<file path="src/rtl/shift_timer_pkg.sv">
// rtl/shift_timer_pkg.sv - shared phase encoding and default shift counts
package shift_timer_pkg;

  typedef enum logic [1:0] {
    PH_IDLE = 2'd0,
    PH_MID  = 2'd1,
    PH_REM  = 2'd2,
    PH_DONE = 2'd3
  } phase_t;

  localparam int MID_SHIFTS_DEF   = 8;
  localparam int TOTAL_SHIFTS_DEF = 24;

endpackage

</file>
<file path="src/rtl/phase_counter.sv">
// rtl/phase_counter.sv - up-counter with sync clear and enable
module phase_counter #(
  parameter int W = 4
) (
  input  logic         clk,
  input  logic         rst,
  input  logic         clr,
  input  logic         en,
  output logic [W-1:0] q
);

  always_ff @(posedge clk or posedge rst) begin
    if (rst) begin
      q <= '0;
    end else if (clr) begin
      q <= '0;
    end else if (en) begin
      q <= q + 1'b1;
    end
  end

endmodule

</file>
<file path="src/rtl/shift_phase_timer.sv">
// rtl/shift_phase_timer.sv - two-phase serial shift timer with start/abort/ack handshakes
// Optional stall watchdog enabled by SHIFT_TIMER_WATCHDOG_EN.
module shift_phase_timer
  import shift_timer_pkg::*;
#(
  parameter int MID_SHIFTS   = MID_SHIFTS_DEF,
  parameter int TOTAL_SHIFTS = TOTAL_SHIFTS_DEF,
  parameter int CNT_W        = $clog2(TOTAL_SHIFTS + 1),
  parameter int STALL_MAX    = 64
) (
  input  logic             clk,
  input  logic             rst,
  input  logic             start,
  input  logic             shift_en,
  input  logic             abort,
  input  logic             ack,
  output logic             busy,
  output logic [1:0]       phase,
  output logic [CNT_W-1:0] count,
  output logic             midstate_shifts_done,
  output logic             remaining_shifts_done,
  output logic             timeout
);

  localparam logic [CNT_W-1:0] MID_LAST   = CNT_W'(MID_SHIFTS - 1);
  localparam logic [CNT_W-1:0] TOTAL_LAST = CNT_W'(TOTAL_SHIFTS - 1);

  phase_t           r_phase;
  logic             r_busy;
  logic             r_mid_done;
  logic             r_rem_done;
  logic             r_timeout;
  logic             w_trip;
  logic             w_cnt_clr;
  logic             w_cnt_en;
  logic [CNT_W-1:0] w_count;

  // The count is only meaningful inside a sequence; IDLE keeps it pinned at zero.
  assign w_cnt_clr = abort || w_trip || (r_phase == PH_IDLE) || ((r_phase == PH_DONE) && ack);
  assign w_cnt_en  = shift_en && r_busy;

  phase_counter #(.W(CNT_W)) u_count (
    .clk (clk),
    .rst (rst),
    .clr (w_cnt_clr),
    .en  (w_cnt_en),
    .q   (w_count)
  );

`ifdef SHIFT_TIMER_WATCHDOG_EN
  localparam int STALL_W = $clog2(STALL_MAX + 1);
  logic [STALL_W-1:0] w_stall;

  // Trip on the idle cycle that would bring the stall count to STALL_MAX.
  assign w_trip = r_busy && !shift_en && (w_stall == STALL_W'(STALL_MAX - 1));

  phase_counter #(.W(STALL_W)) u_stall (
    .clk (clk),
    .rst (rst),
    .clr (shift_en || abort || !r_busy || w_trip),
    .en  (r_busy && !shift_en),
    .q   (w_stall)
  );

  assign timeout = r_timeout;
`else
  logic w_unused;
  assign w_trip   = 1'b0;
  assign timeout  = 1'b0;
  assign w_unused = r_timeout | (STALL_MAX > 0);
`endif

  always_ff @(posedge clk or posedge rst) begin
    if (rst) begin
      r_phase    <= PH_IDLE;
      r_busy     <= 1'b0;
      r_mid_done <= 1'b0;
      r_rem_done <= 1'b0;
      r_timeout  <= 1'b0;
    end else begin
      r_mid_done <= 1'b0;
      r_rem_done <= 1'b0;
      r_timeout  <= 1'b0;
      if (abort) begin
        r_phase <= PH_IDLE;
        r_busy  <= 1'b0;
      end else if (w_trip) begin
        r_phase   <= PH_IDLE;
        r_busy    <= 1'b0;
        r_timeout <= 1'b1;
      end else begin
        case (r_phase)
          PH_IDLE: begin
            if (start) begin
              r_phase <= PH_MID;
              r_busy  <= 1'b1;
            end
          end
          PH_MID: begin
            if (shift_en && (w_count == MID_LAST)) begin
              r_phase    <= PH_REM;
              r_mid_done <= 1'b1;
            end
          end
          PH_REM: begin
            if (shift_en && (w_count == TOTAL_LAST)) begin
              r_phase    <= PH_DONE;
              r_busy     <= 1'b0;
              r_rem_done <= 1'b1;
            end
          end
          PH_DONE: begin
            if (ack) begin
              r_phase <= PH_IDLE;
            end
          end
          default: begin
            r_phase <= PH_IDLE;
            r_busy  <= 1'b0;
          end
        endcase
      end
    end
  end

  assign busy                  = r_busy;
  assign phase                 = r_phase;
  assign count                 = w_count;
  assign midstate_shifts_done  = r_mid_done;
  assign remaining_shifts_done = r_rem_done;

endmodule

</file>
<file path="config.mk">
export PLATFORM = sky130hd
export DESIGN_NAME = shift_phase_timer
export DESIGN_NICKNAME = d
export VERILOG_FILES = /design/src/rtl/shift_timer_pkg.sv /design/src/rtl/phase_counter.sv /design/src/rtl/shift_phase_timer.sv
export SDC_FILE = /design/constraint.sdc
export NUM_CORES = 1
export LEC_CHECK = 0
export BUFFER_PORTS_ARGS = -buffer_cell sky130_fd_sc_hd__buf_2
export CAP_MARGIN = 20
export CORE_AREA = 2 2 39 41
export DETAILED_ROUTE_END_ITERATION = 6
export DIE_AREA = 0 0 41 43
export HOLD_SLACK_MARGIN = 0.06
export PLACE_DENSITY_LB_ADDON = 0.1
export SLEW_MARGIN = 20
export SYNTH_ARGS = -nofsm -noshare
export SYNTH_HDL_FRONTEND = slang
export SYNTH_SLANG_ARGS = --single-unit
</file>
<file path="constraint.sdc">
create_clock -name clk -period 4.2 [get_ports clk]
set_input_delay 0.21 -clock clk [delete_from_list [all_inputs] [get_ports clk]]
set_output_delay 0.21 -clock clk [all_outputs]
set_load 0.02 [all_outputs]
</file>
; Word-level counts from Yosys, hierarchy flattened
; Cells that the tools add are included.
[word_totals]
inputBits = 6
wordCells = 44
out_inout_bits = 11
ff_bits = 10
[classes]
n_addsub = 1
n_reduce_logical = 11
n_mux = 18
n_eq_ne = 9
[ops]
columns = cell, n
row1 = $ne 3x3->1 const B, 4
row2 = $mux 2, 5
row3 = $mux 5, 2
row4 = $mux 1, 9
row5 = $pmux 2 s4, 1
row6 = $add 5x1->5 const B, 1
row7 = $eq 5x3->1 const B, 1
row8 = $eq 5x5->1 const B, 1
row9 = $eq 2x2->1 const B, 2
row10 = $logic_and 1x1->1, 4
row11 = $reduce_and 4->1, 1
row12 = $reduce_and 3->1, 1
row13 = $reduce_bool 3->1, 1
row14 = $eq 2x1->1 const B, 1
row15 = $logic_not 2->1, 1
row16 = $logic_or 1x1->1, 2
row17 = $pmux 1 s2, 1
row18 = $reduce_bool 2->1, 1

; Depth between registers and ports, before layout
[depth]
word_depth = 5
mapped_depth = 5
mapped_depth_nobuf = 5

; Modules after synthesis
; Synthesis repeated with hierarchy kept, for this count alone.
[hier_totals]
cells_unflattened = 65
area_unflattened_um2 = 695.7
[by_module_without_submodules]
columns = module, cells_per_inst, instances, area_each_um2
row1 = shift_phase_timer, 42, 1, 425.4
row2 = phase_counter, 23, 1, 270.3

; Worst setup path before layout
; Ideal clock, no wire load.
[synth_timing]
path_type = register to register
from = reg r_phase[0] (netlist: phase[0])
to = reg r_phase[0] (netlist: phase[0])
required_ns = 4.075
path_slack_ns = 2.261
setup_time_ns = 0.125
stages_incl_launch_ff = 6
t_arrival_ns = 1.814
path_cell_list = dfrtp_1 -> inv_1 -> ha_1 -> or2_1 -> a2111oi_4 -> mux2_4
[synth_via]
elab_chain_len = 3
elab_cells_between_ends = 11
[synth_rtl]
columns = element, line_no
row1 = "start, declared", shift_phase_timer.sv:28  ; phase_t r_phase;
row2 = "start signal, assigned", shift_phase_timer.sv:75  ; r_phase <= PH_IDLE;
row3 = "start signal, assigned", shift_phase_timer.sv:85  ; r_phase <= PH_IDLE;
row4 = "start signal, assigned", shift_phase_timer.sv:88  ; r_phase <= PH_IDLE;
row5 = "$eq 2x2->1, or another cell as far along", shift_phase_timer.sv:92  ; case (r_phase)
row6 = $ne 3x3->1 (no source line) / $pmux 2 s4 (equally long branches), n/a
row7 = $reduce_and 4->1 (no source line) / $mux 2 (equally long branches), n/a
; Several ways; a longest one is shown, not always the timed one.
; A chain may end at the register's enable or synchronous reset.

; Worst setup path in the final report
; Same ends and word-level chain as after synthesis.

==> metrics.txt <==
# TYPE chip_impl_metric gauge
chip_impl_metric{name="postCtsSetupBuffers",unit=""} 0
chip_impl_metric{name="initial_antenna_violation_count",unit=""} 0
chip_impl_metric{name="swShare",unit="%"} 37.9
chip_impl_metric{name="cts-buffers-inserted",unit=""} 3
chip_impl_metric{name="finalCoreUtilization",unit="%"} 51.4
chip_impl_metric{name="route.vias.total",unit=""} 468
chip_impl_info{name="worstHoldStart",value="abort"} 1
chip_impl_info{name="grt_setup_unrepaired",value="no"} 1
chip_impl_metric{name="syn-mean-instance-area",unit="um2"} 10.2
chip_impl_metric{name="core_area",unit="mm2"} 0.00138
chip_impl_metric{name="grt_first_pass_wirelength",unit="um"} 1900
chip_impl_metric{name="chipWidth",unit="um"} 41
chip_impl_metric{name="boundaryPins",unit=""} 17
chip_impl_info{name="timing.critical_path.to_type",value="flip-flop"} 1
chip_impl_info{name="synth.top_cells.by_area",value="dfrtp_1 42%, ha_1 11%, mux2_4 5.1%"} 1
chip_impl_metric{name="cts_num_sinks",unit=""} 10
chip_impl_info{name="outcome",value="complete, no violations"} 1
chip_impl_metric{name="synth_largest_type_area_fraction",unit="%"} 42.3
chip_impl_metric{name="leak",unit="nW"} 0.347
chip_impl_metric{name="placement.io_buffers",unit=""} 15
chip_impl_metric{name="ys_types",unit=""} 24
chip_impl_metric{name="layout.nets",unit=""} 89
chip_impl_metric{name="clock-skew-final",unit="ns"} 0.00119
chip_impl_metric{name="internal_power",unit="W"} 0.000223
chip_impl_metric{name="dr.pass1.iters",unit=""} 3
chip_impl_metric{name="power.share.clock",unit="%"} 18.0
chip_impl_info{name="cts_root_buffer",value="clkbuf_4"} 1
chip_impl_metric{name="clkLatencyLatePin",unit="ns"} 0.26
chip_impl_metric{name="final-setup-viol-count",unit=""} 0
chip_impl_info{name="timing_worst_setup_path_type",value="reg -> reg"} 1
chip_impl_metric{name="viasPerCell",unit=""} 5.09
chip_impl_metric{name="path_clk_slew",unit="ns"} 0.06
chip_impl_metric{name="critical_path_peak_fanout",unit=""} 5
chip_impl_metric{name="area.growth.synth_to_final",unit="%"} 20.3
chip_impl_metric{name="cts.htree.levels",unit=""} 1
chip_impl_info{name="crit_start",value="phase[0]$_DFFE_PP0P_"} 1
chip_impl_metric{name="vias_in_the_first_global_route",unit=""} 418
chip_impl_metric{name="power.switching",unit="W"} 0.000136
chip_impl_info{name="post-synth-top-area-cell",value="dfrtp_1"} 1
chip_impl_metric{name="post_route_drc",unit=""} 0
chip_impl_metric{name="hold_violations",unit=""} 0
chip_impl_info{name="clock_tree_from_tritoncts",value="built"} 1
chip_impl_metric{name="power_frac_seq",unit="%"} 35.6
chip_impl_metric{name="dp_hpwl",unit="um"} 833
chip_impl_metric{name="worstPathRequired",unit="ns"} 4.35
chip_impl_metric{name="wirelength",unit="um"} 1150
chip_impl_metric{name="mappedNetlistNets",unit=""} 69
chip_impl_info{name="cp_launch_type",value="flip-flop"} 1
chip_impl_metric{name="grt_overflow",unit=""} 0
chip_impl_metric{name="grt_util_all_layers",unit="%"} 16.5
chip_impl_metric{name="comb_power_share",unit="%"} 46.4
chip_impl_metric{name="async_flop_share",unit="%"} 100
chip_impl_metric{name="syn-cell-area",unit="um2"} 592
chip_impl_metric{name="final_layout_size_suffix_gt1_share",unit="%"} 28.9
chip_impl_metric{name="vdd_ir_drop_max",unit="mV"} 0.216
chip_impl_metric{name="number_of_warning_messages_in_the_yosys_log",unit=""} 0
chip_impl_metric{name="power_density",unit="mW/mm2"} 505
chip_impl_metric{name="fmax",unit="MHz"} 531
chip_impl_metric{name="ant_nets",unit=""} 0
chip_impl_metric{name="globalplace.congestion",unit=""} 0.638
chip_impl_metric{name="post-route-min-period",unit="ns"} 1.88
chip_impl_metric{name="finalMaxSlewViolations",unit=""} 0
chip_impl_metric{name="synth.ff_latch_count",unit=""} 10
chip_impl_metric{name="antenna-diode-count",unit=""} 0
chip_impl_metric{name="row_count",unit=""} 14
chip_impl_info{name="yosys-top-cells-count",value="10 x dfrtp_1, 6 x nand2_1, 5 x ha_1"} 1
chip_impl_metric{name="routedWlPerCell",unit="um"} 12.5
chip_impl_metric{name="number_of_drc_violations_after_detailed_routing_iteration_0",unit=""} 2
chip_impl_metric{name="synth.yosys.seq_area_share",unit="%"} 42.3
chip_impl_metric{name="tns",unit="ns"} 0
chip_impl_metric{name="whs",unit="ns"} 0.204
chip_impl_metric{name="syn_inst_count",unit=""} 58
chip_impl_metric{name="start_util",unit="%"} 42.8
chip_impl_info{name="yosys_most_used_dff",value="dfrtp_1"} 1
chip_impl_metric{name="floorplan.die.height",unit="um"} 43
chip_impl_info{name="class_of_the_tightest_hold_or_removal_check",value="in -> reg"} 1
chip_impl_metric{name="grt_max_degree",unit=""} 11
chip_impl_metric{name="synth_enable_flop_cells",unit=""} 0
chip_impl_metric{name="cp.arrival",unit="ns"} 2.03
chip_impl_metric{name="post-route-period-util",unit="%"} 44.8
chip_impl_metric{name="clock_path_buffers",unit=""} 2
chip_impl_info{name="synth.most_common_cell",value="dfrtp_1"} 1
chip_impl_metric{name="dieArea",unit="mm2"} 0.00176
chip_impl_metric{name="maxCapViolCount",unit=""} 0
chip_impl_info{name="r2r-start",value="phase[0]$_DFFE_PP0P_"} 1
==> per-stage QoR <==
| step | cells | cell area, um2 | power, W | worst slack [ns] |
|---|---|---|---|---|
| 2_1_floorplan | 58 | 592 | 0.000257 | 2.26 |
| 3_3_place_gp | 88 | 679 | 0.000295 | 2.36 |
| 3_5_place_dp | 88 | 679 | 0.000298 | 2.32 |
| 4_1_cts | 92 | 712 | 0.000364 | 2.30 |
| 5_1_grt | 92 | 712 | 0.000392 | 2.19 |
| 6_report | 92 | 712 | 0.000360 | 2.32 |
==> what timing repair did <==
| action | CTS | global route |
|---|---|---|
| hold buffers | 1 | 0 |
| gates resized for setup | 0 | 0 |
| hold endpoints to repair | 10 | 0 |
==> power by group through the flow <==
stage               clock network [W]  logic [W]  registers [W]
finish                      0.0000647   0.000167       0.000128
global placement                    0   0.000166       0.000129
detailed placement                  0   0.000167       0.000130
CTS                         0.0000666   0.000169       0.000128
floorplan                           0   0.000115       0.000143
global route                0.0000754   0.000185       0.000131
==> critical path, cell delays in order, from the launching register on <==
cell	delay, ns
dfrtp_1	0.41
inv_1	0.10
ha_1	0.24
or2_1	0.27
a2111oi_4	0.42
mux2_4	0.33
==> worst paths after layout <==
path                                                   to  slack, ns  cells past startpoint
setup / recovery                     phase[0]$_DFFE_PP0P_       2.32                      5
hold / removal                           busy$_DFFE_PP0P_       0.20                      2
setup reg to reg                     phase[0]$_DFFE_PP0P_       2.32                      5
hold reg to reg            midstate_shifts_done$_DFF_PP0_       0.57                      1
max in group asynchronous        u_count.q[2]$_DFFE_PP0P_       3.46                      3
min in group asynchronous        u_count.q[3]$_DFFE_PP0P_       0.46                      3
==> area by class of cell <==
cell class / count / area, um2
fill: 138 / 672
multi-input combinational: 44 / 323
sequential: 10 / 250
timing repair buffer: 16 / 85.1
clock buffer: 3 / 22.5
tap: 16 / 20.0
inverter: 3 / 11.3
==> flip-flops by register name, summed over array words and instances, names as in the netlist <==
name,count
u_count.q,5
phase,2
busy,1
midstate_shifts_done,1
remaining_shifts_done,1
==> metal layers <==
layer / GRT usage [%] / vias up / share of wire [%] / routed length (um)
met5: 0 / - / 0 / 0
met4: 10.0 / 0 / 2.8 / 32
met3: 6.28 / 5 / 5.0 / 58
met2: 20.9 / 12 / 42 / 481
met1: 22.7 / 210 / 50 / 577
li1: - / 241 / - / -
==> logic make-up (layout without fill, tap and decap cells) <==
group                      count (synthesis)  in the layout  synth area share [%]
buffers and inverters                      4             22                  3.17
adders and majority gates                  5              5                  10.6
AOI/OAI and AO/OA                         10             10                  13.3
DFF                                       10             10                  42.3
muxes                                      3              3                  6.77
other                                      1              1                 0.634
xor gates and xnor gates                   2              2                  2.96
and+or+nand+nor                           23             23                  20.3
==> cell usage in the layout, fill, tap and decap left out, types with 2 or more instances in the layout <==
cell	n
buf_2	15
inv_1	3
nor2_1	4
dfrtp_1	10
ha_1	5
nand2_1	6
o21ai_0	3
mux2_4	2
nor2b_1	2
nand3_1	3
nand2b_1	2
xor2_1	2
a21oi_1	4
clkbuf_4	3
(Power assumes the default switching activity.)
